--- src/rtl/fb_writer.sv ---
// fb_writer: draws pixels, horizontal lines and (optionally) full-screen clears into a
// framebuffer built from four 16K x 1 RAM banks.
//
// Commands are accepted in IDLE, decoded and address-translated in CALC, then written one
// pixel per cycle in WRITE. Addresses are linear (y * WIDTH + x); the two top bits of the
// 16-bit linear address select the bank and the low 14 bits address within it.
//
// Build option: define FB_WRITER_CLEAR_EN to enable the clear-screen op (10). Without it,
// op 10 is rejected like the reserved op and the wide clear counter is not built.
//
// Ports:
//   clk        clock, all logic on rising edge
//   reset      synchronous active-low reset
//   cmd_valid  command present
//   cmd_ready  high in IDLE only
//   cmd_op     00 pixel, 01 hline, 10 clear, 11 reserved
//   cmd_x      start column
//   cmd_y      row
//   cmd_len    hline length in pixels
//   cmd_color  pixel value
//   ram_we     one-hot bank write strobe
//   ram_addr   bank-local address
//   ram_data   write data
//   busy       high whenever not IDLE
//   err        one-cycle pulse (during CALC) for a rejected command
module fb_writer #(
    parameter int unsigned WIDTH  = 320,
    parameter int unsigned HEIGHT = 200
) (
    input  logic        clk,
    input  logic        reset,
    input  logic        cmd_valid,
    output logic        cmd_ready,
    input  logic [1:0]  cmd_op,
    input  logic [8:0]  cmd_x,
    input  logic [7:0]  cmd_y,
    input  logic [8:0]  cmd_len,
    input  logic        cmd_color,
    output logic [3:0]  ram_we,
    output logic [13:0] ram_addr,
    output logic        ram_data,
    output logic        busy,
    output logic        err
);

`ifdef FB_WRITER_CLEAR_EN
    // Must hold WIDTH * HEIGHT for a full clear.
    localparam int unsigned CntW = 16;
`else
    // Longest hline is limited by the 9-bit length field.
    localparam int unsigned CntW = 9;
`endif

    typedef enum logic [1:0] {StIdle, StCalc, StWrite} state_e;

    state_e            state_q, state_d;
    logic [1:0]        op_q, op_d;
    logic [8:0]        x_q, x_d;
    logic [7:0]        y_q, y_d;
    logic [8:0]        len_q, len_d;
    logic              color_q, color_d;
    logic [15:0]       lin_q, lin_d;
    logic [CntW-1:0]   cnt_q, cnt_d;

    logic [15:0]       linear;
    logic [9:0]        room;
    logic [8:0]        hcount;
    logic              coord_bad;

    assign linear    = 16'(32'(y_q) * WIDTH + 32'(x_q));
    // Pixels left on the row from x to the right edge; clips lines instead of wrapping.
    assign room      = 10'(WIDTH - 32'(x_q));
    assign hcount    = ({1'b0, len_q} < room) ? len_q : room[8:0];
    assign coord_bad = (32'(x_q) >= WIDTH) || (32'(y_q) >= HEIGHT);

    always_ff @(posedge clk) begin
        if (!reset) begin
            state_q <= StIdle;
            op_q    <= 2'b00;
            x_q     <= '0;
            y_q     <= '0;
            len_q   <= '0;
            color_q <= 1'b0;
            lin_q   <= '0;
            cnt_q   <= '0;
        end else begin
            state_q <= state_d;
            op_q    <= op_d;
            x_q     <= x_d;
            y_q     <= y_d;
            len_q   <= len_d;
            color_q <= color_d;
            lin_q   <= lin_d;
            cnt_q   <= cnt_d;
        end
    end

    always_comb begin
        state_d   = state_q;
        op_d      = op_q;
        x_d       = x_q;
        y_d       = y_q;
        len_d     = len_q;
        color_d   = color_q;
        lin_d     = lin_q;
        cnt_d     = cnt_q;
        cmd_ready = 1'b0;
        busy      = 1'b1;
        err       = 1'b0;
        ram_we    = 4'b0000;
        ram_addr  = '0;
        ram_data  = 1'b0;

        unique case (state_q)
            StIdle: begin
                cmd_ready = 1'b1;
                busy      = 1'b0;
                if (cmd_valid) begin
                    op_d    = cmd_op;
                    x_d     = cmd_x;
                    y_d     = cmd_y;
                    len_d   = cmd_len;
                    color_d = cmd_color;
                    state_d = StCalc;
                end
            end

            StCalc: begin
                state_d = StIdle;
                unique case (op_q)
                    2'b00: begin
                        if (coord_bad) begin
                            err = 1'b1;
                        end else begin
                            lin_d   = linear;
                            cnt_d   = CntW'(1);
                            state_d = StWrite;
                        end
                    end
                    2'b01: begin
                        if (coord_bad) begin
                            err = 1'b1;
                        end else if (hcount != 9'd0) begin
                            lin_d   = linear;
                            cnt_d   = CntW'(hcount);
                            state_d = StWrite;
                        end
                    end
                    2'b10: begin
`ifdef FB_WRITER_CLEAR_EN
                        lin_d   = '0;
                        cnt_d   = CntW'(WIDTH * HEIGHT);
                        state_d = StWrite;
`else
                        err = 1'b1;
`endif
                    end
                    default: err = 1'b1;
                endcase
            end

            StWrite: begin
                ram_we   = 4'b0001 << lin_q[15:14];
                ram_addr = lin_q[13:0];
                ram_data = color_q;
                // Linear increment carries addr 16383 -> 0 into the next bank.
                lin_d    = lin_q + 16'd1;
                cnt_d    = cnt_q - CntW'(1);
                if (cnt_q == CntW'(1)) begin
                    state_d = StIdle;
                end
            end

            default: state_d = StIdle;
        endcase
    end

endmodule

--- config.mk ---
export PLATFORM = sky130hd
export DESIGN_NAME = fb_writer
export DESIGN_NICKNAME = d
export VERILOG_FILES = /design/src/rtl/fb_writer.sv
export SDC_FILE = /design/constraint.sdc
export NUM_CORES = 1
export LEC_CHECK = 0
export CAP_MARGIN = 25
export CORE_MARGIN = 2
export CORE_UTILIZATION = 55
export CTS_CLUSTER_DIAMETER = 50
export DETAILED_ROUTE_END_ITERATION = 8
export PLACE_DENSITY = 0.86
export SYNTH_ARGS = -nofsm -noshare
export SYNTH_HDL_FRONTEND = slang
export SYNTH_SLANG_ARGS = --single-unit
--- constraint.sdc ---
create_clock -name clk -period 4.2 [get_ports clk]
set_clock_uncertainty 0.1 [all_clocks]
set_input_delay 0.42 -clock clk [delete_from_list [all_inputs] [get_ports clk]]
set_output_delay 0.42 -clock clk [all_outputs]
set_load 0.01 [all_outputs]
=== After elaboration in Yosys (flattened, before gate mapping) ===
Index checks and enable logic that the tools add are counted.

* Output and inout port bits: 22
* Bits in registers: 56
* Input port bits: 32

* Multiply operators: 1
* Equality and inequality tests: 10
* Shift-type cells: 1
* Order comparisons: 3
* $add $sub $neg: 4
* Mux-type cells: 26
* Reduce and logical (&&, ||, !) cells: 9

{| class="wikitable"
|+ Operator list
! operator !! number
|-
| $pmux W16 S2 || 2
|-
| $mux W16 || 3
|-
| $mux W9 || 4
|-
| $pmux W9 S2 || 2
|-
| $add A16 B1 Y16 const B || 1
|-
| $add A16 B9 Y16 || 1
|-
| $mux W14 || 1
|-
| $lt A9 B10 Y1 || 1
|-
| $mul A8 B3 Y10 const B || 1
|-
| $mux W2 || 5
|-
| $sub A9 B9 Y10 const A || 1
|-
| $eq A9 B1 Y1 const B || 1
|-
| $ge A9 B9 Y1 const B || 1
|-
| $ne A3 B3 Y1 const B || 3
|-
| $reduce_bool A9 Y1 || 1
|-
| $sub A9 B1 Y9 const B || 1
|-
| $ge A8 B8 Y1 const B || 1
|-
| $mux W1 || 6
|-
| $pmux W2 S3 || 1
|-
| $reduce_and A5 Y1 || 1
|-
| $eq A2 B1 Y1 const B || 2
|-
| $logic_not A2 Y1 || 2
|-
| $mux W4 || 1
|-
| $ne A2 B2 Y1 const B || 2
|-
| 8 further kinds || 9
|}

=== Logic depth before layout (Yosys ltp) ===
* Depth after elaboration: 8
* Gate-level depth with buffers: 15
* Depth with buffers taken out: 13

=== Worst setup path after synthesis ===
Ideal clock, no wire load.

* Path type: register to register
* From: register x_q[2]
* To: register cnt_q[1]
* Data required time: 3978 ps
* Cell stages (with the launch flop): 14
* Library setup time: 122 ps
* Setup slack: 496 ps
* Data arrival time: 3483 ps
* Path through: dfxtp_1 > buf_6 > or4_4 > o21ai_0 > ha_1 > a211oi_1 > nor2_1 > a2111oi_0 > clkbuf_1 > nor2_1 > o31ai_1 > clkbuf_1 > o21ai_0 > o311a_1

* Word-level cells in the longest chain between the ends: 7

{| class="wikitable"
|+ Ends and longest elaborated chain
! element !! line !! source
|-
| start, declared || 58 || <nowiki>logic [8:0] x_q, x_d;</nowiki>
|-
| start signal, assigned || 80 || <nowiki>x_q <= '0;</nowiki>
|-
| start signal, assigned || 89 || <nowiki>x_q <= x_d;</nowiki>
|-
| $sub A9 B9 Y10 || 72 || <nowiki>assign room = 10'(WIDTH - 32'(x_q));</nowiki>
|-
| $lt A9 B10 Y1 || 73 || <nowiki>assign hcount = ({1'b0, len_q} < room) ? len_q : room[8:0];</nowiki>
|-
| $mux W9 || 73 ||
|-
| $mux W9 || 143 || <nowiki>end else if (hcount != 9'd0) begin</nowiki>
|-
| $mux W9 || 141 || <nowiki>if (coord_bad) begin</nowiki>
|-
| $pmux W9 S2 || 130 || <nowiki>unique case (op_q)</nowiki>
|-
| $pmux W9 S2 || 114 || <nowiki>unique case (state_q)</nowiki>
|-
| end signal, assigned || 94 || <nowiki>cnt_q <= cnt_d;</nowiki>
|-
| end, declared || 63 || <nowiki>logic [CntW-1:0] cnt_q, cnt_d;</nowiki>
|}

Several ways; a longest one is shown, not always the timed one. The select of a mux whose other input is x is not followed.
A chain may end at the register's enable or synchronous reset.

=== Final worst setup path ===
* From: register x_q[2]
* To: register cnt_q[3]

Same word-level chain as after synthesis.

==> run summary <==
The flow ran to the end, and the final reports show no timing, DRC or antenna violations. The number of primary I/O pins is 54. Counting the fill cells in the layout gives 670. The tools report the data required time of the critical path as 4320 ps. STA classifies the critical path endpoint as a flop. Clock-pin slew was measured on the worst setup and hold paths at 100 ps. Counting flops and latches in the post-synthesis netlist gives 56. The cell-internal power is 953 uW, and the die outline height is 90.4 um. The number of enable-type register cells in the synthesized netlist was 0.

The max-capacitance violation count was 0; the number of antenna violations at the first check in global routing was 0. Row count: 31. The share of the yosys chip area belonging to registers was 0.273; the final clock period utilization by the worst path was 0.896. The tools report the fraction of power consumed by sequential logic as 0.427. Summed over all failing endpoints, the final setup total negative slack is 0 ps. The compound-gate portion of the synthesized area was 0.269. The area growth from synthesis to layout is 16.6%.

The number of global-route vias before repair was 3,717; the headroom to the max-slew limit was 0.386. Warning count from the yosys run: 0. Reg-to-reg startpoint: x_q[2]$_SDFFE_PN0P_. In the final design database the tool counted 650 nets. Worst min-delay path startpoint: color_q$_SDFFE_PN0P_.

The post-route antenna net violation count was 0. STA classifies the critical path startpoint as a flop. The standard cell core area was 7250 um^2; the buffer depth of the longest clock path was 2.

For this design, the sink count on the clock tree is 56. TritonCTS built the clock tree. After clock tree synthesis, the repair step resized 0 gates. Dividing the detail-routed via count by the number of cells gives 5.96. The power per unit of standard cell area was 318 nW/um^2. The run gives 0.202 mV as the worst supply voltage drop on vdd. Before antenna repair, the detailed router went through 7 iterations. The first global-routing pass estimated 17,300 um of wire.

For this block, the initial DRC count from the detailed router was 298. After synthesis, the mean cell area works out to 7.49 um^2. After technology mapping, the gate count stands at 548.

The fmax was 266 MHz; the XOR/XNOR share of the synthesized area was 0.0427. After synthesis, the largest family of logic cells by area is compound AO/OA/AOI/OAI gates. The tools report the pin count of the biggest net entering global routing as 57. The worst path meets setup with 438 ps of slack. The mux cell area share after synthesis was 0.00244; the net switching power figure was 568 uW. The effective utilization at floorplan came out at 0.566. Summing over every cut layer, the via total after detailed routing is 4,087. Counting I/O delays and the setup requirement, the final critical path takes 3760 ps. Prevailing post-synth register cell: dfxtp_1. In this run, post-CTS hold repair placed 0 buffers. The run gives 10,300 um as the total detailed-routing wirelength. The number of diodes was 0; the total clock buffers created by CTS was 5. Number of max-slew violations in the final report: 0. The completed layout was analyzed and its total power is 1520 uW. The congestion estimate from routability-driven global placement came to 0.959. Average detailed-routed wire length per instance: 15.0 um. Setup repair after global routing left no endpoint under its margin. The count of input and output buffers is 53. The most critical setup path has its startpoint at x_q[2]$_SDFFE_PN0P_. The DRC violations left is 0, and the ratio of cells with drive above 1 in the final layout is 0.0647. The switching share of total power works out to 0.373. In this run the worst hold path is classified as flop to flop.

The tools report the combinational cell fraction of total power as 0.369. The aggregate global-route resource usage was 0.252. The adder and majority cell fraction of the synthesized area is 0.101, and the width of the chip is 90.4 um. Detailed placement ended at an HPWL of 7830 um. The logs give 8170 um^2 for the total die area and 3880 ps for the worst endpoint data arrival time. The critical-path maximum fanout works out to 17. Prior to clock tree synthesis, the placed netlist has a worst setup slack of 453 ps. For the pin with the worst max-slew slack, the measured transition is 921 ps. After synthesis the cells add up to 4100 um^2. The worst hold slack after final layout is 383 ps, and the post-synthesis simple-gate area fraction is 0.246. Once the clock tree was built, the setup fixing pass inserted 0 buffers. Clock network fraction of total power: 0.204. The proportion of register bits with asynchronous set or reset after synthesis was 0. For this run the aggregate overflow at the end of global routing stands at 0.

Setup violations remaining at the end of the flow were counted as 0. The tools report the leakage component of the power as 0.00176 uW. The critical path in this run is classified as flop to flop.

The logs give 0 for the count of endpoints failing hold in the final timing report and 310 ps for the clock insertion delay at the later pin of the skew report. The number of distinct library cells after synthesis came out at 63. The root buffer cell chosen for the clock tree is clkbuf_8. The H-tree depth reported by CTS came out at 2.

Counting every net in the synthesized netlist gives 612.
## path summary, 6_finish.rpt
| kind | end | slack (ps) | depth (start not counted) |
|---|---|---|---|
| worst max-delay path | cnt_q[3]$_SDFFE_PN0P_ | 440 | 13 |
| worst min register to register | color_q$_SDFFE_PN0P_ | 380 | 2 |
| worst min-delay path | color_q$_SDFFE_PN0P_ | 380 | 2 |
| worst max register to register | cnt_q[3]$_SDFFE_PN0P_ | 440 | 13 |
## power by group through the flow
stage / Combinational, uW / Sequential, uW / Clock (uW)
final: 561 / 649 / 310
after global routing: 626 / 658 / 327
after CTS: 556 / 648 / 314
after detailed placement: 552 / 660 / 0
after global placement: 536 / 657 / 0
after floorplan: 413 / 636 / 0
## metal layers
layer / global-route usage / up-vias / share of wire
met1: 0.345 / 1866 / 0.45
met5: 0 / - / 0
met3: 0.0367 / 19 / 0.068
met2: 0.416 / 160 / 0.47
li1: - / 2042 / -
met4: 0.0667 / 0 / 0.014
## layout make-up
cell class	instances	area [um^2]	share of cell area
multi-input combinational	431	2720	0.568
sequential	56	1120	0.234
timing repair buffer	64	626	0.131
tap	99	124	0.0259
inverter	28	105	0.0220
clock buffer	8	90.1	0.0188
## critical path, cell delays in order (launching register included)
cell       delay, ps
dfxtp_1          400
or4_4            590
o21ai_0          230
xnor2_1          130
ha_1             310
nand4_1          100
nor2_1           110
a2111oi_1         80
buf_4            180
or2_2            420
o31ai_4          480
nor2_2            80
buf_4            220
a31o_2           250
## cell families (layout without fill, tap and decap cells)
group	Yosys count	in the layout
AND/OR/NAND/NOR	210	210
flip-flops	56	56
multiplexers	1	1
AO/OA/AOI/OAI	168	168
adder cells (fa/ha/maj)	32	32
buffers and inverters	61	100
XOR/XNOR	20	20
## placed cells by master, fill, tap and decap left out, drive strengths merged, types with 12 or more instances in the layout
cell type and n:
ha 30, nand2 98, a211oi 12, a21oi 54, nor3 17, o21ai 37
nand3 13, nor2 22, and2 14, inv 26, clkdlybuf4s50 53, a31oi 14
dfxtp 56
## state kept, by name, summed over array words and instances (netlist names)
signal   flops
len_q        9
y_q          8
lin_q       16
cnt_q        9
op_q         2
x_q          9
state_q      2
color_q      1
## cell usage after synthesis (all sizes together) (2+ instances only)
| library cell | count | area share |
|---|---|---|
| dfxtp | 56 | 0.27 |
| nor3b | 5 | 0.0092 |
| fa | 2 | 0.0098 |
| or4b | 3 | 0.0073 |
| o31a | 2 | 0.0043 |
| o21a | 2 | 0.0037 |
| nand4 | 7 | 0.011 |
| and2 | 14 | 0.021 |
| nand2 | 98 | 0.090 |
| and3 | 2 | 0.0030 |
| clkbuf | 24 | 0.022 |
| xor2 | 9 | 0.019 |
| a31o | 9 | 0.019 |
| nor2 | 22 | 0.021 |
| clkinv | 2 | 0.0018 |
| o2111ai | 4 | 0.010 |
| nand2b | 5 | 0.0076 |
| o22ai | 9 | 0.014 |
| or3 | 4 | 0.0061 |
| nand4b | 2 | 0.0043 |
| nor3 | 17 | 0.021 |
| or4 | 3 | 0.0064 |
| ha | 30 | 0.091 |
| nand3b | 2 | 0.0037 |
| a211oi | 12 | 0.029 |
| o31ai | 8 | 0.018 |
| inv | 26 | 0.024 |
| or2 | 5 | 0.0076 |
| a31oi | 14 | 0.021 |
| buf | 9 | 0.017 |
| nor2b | 3 | 0.0046 |
| nor4 | 5 | 0.0076 |
| xnor2 | 11 | 0.023 |
| nand3 | 13 | 0.016 |
| o311a | 2 | 0.0049 |
| a21oi | 54 | 0.068 |
| o21ai | 37 | 0.045 |
| a2111oi | 2 | 0.0043 |
| a21o | 2 | 0.0037 |
## per-stage QoR
step / cell area (um^2) / instances / utilization
after detailed placement: 4690 / 678 / 0.647
final: 4780 / 686 / 0.659
after global routing: 4780 / 686 / 0.659
after CTS: 4780 / 686 / 0.659
after floorplan: 4100 / 548 / -
after global placement: 4690 / 678 / 0.647
(Power assumes the default switching activity.)
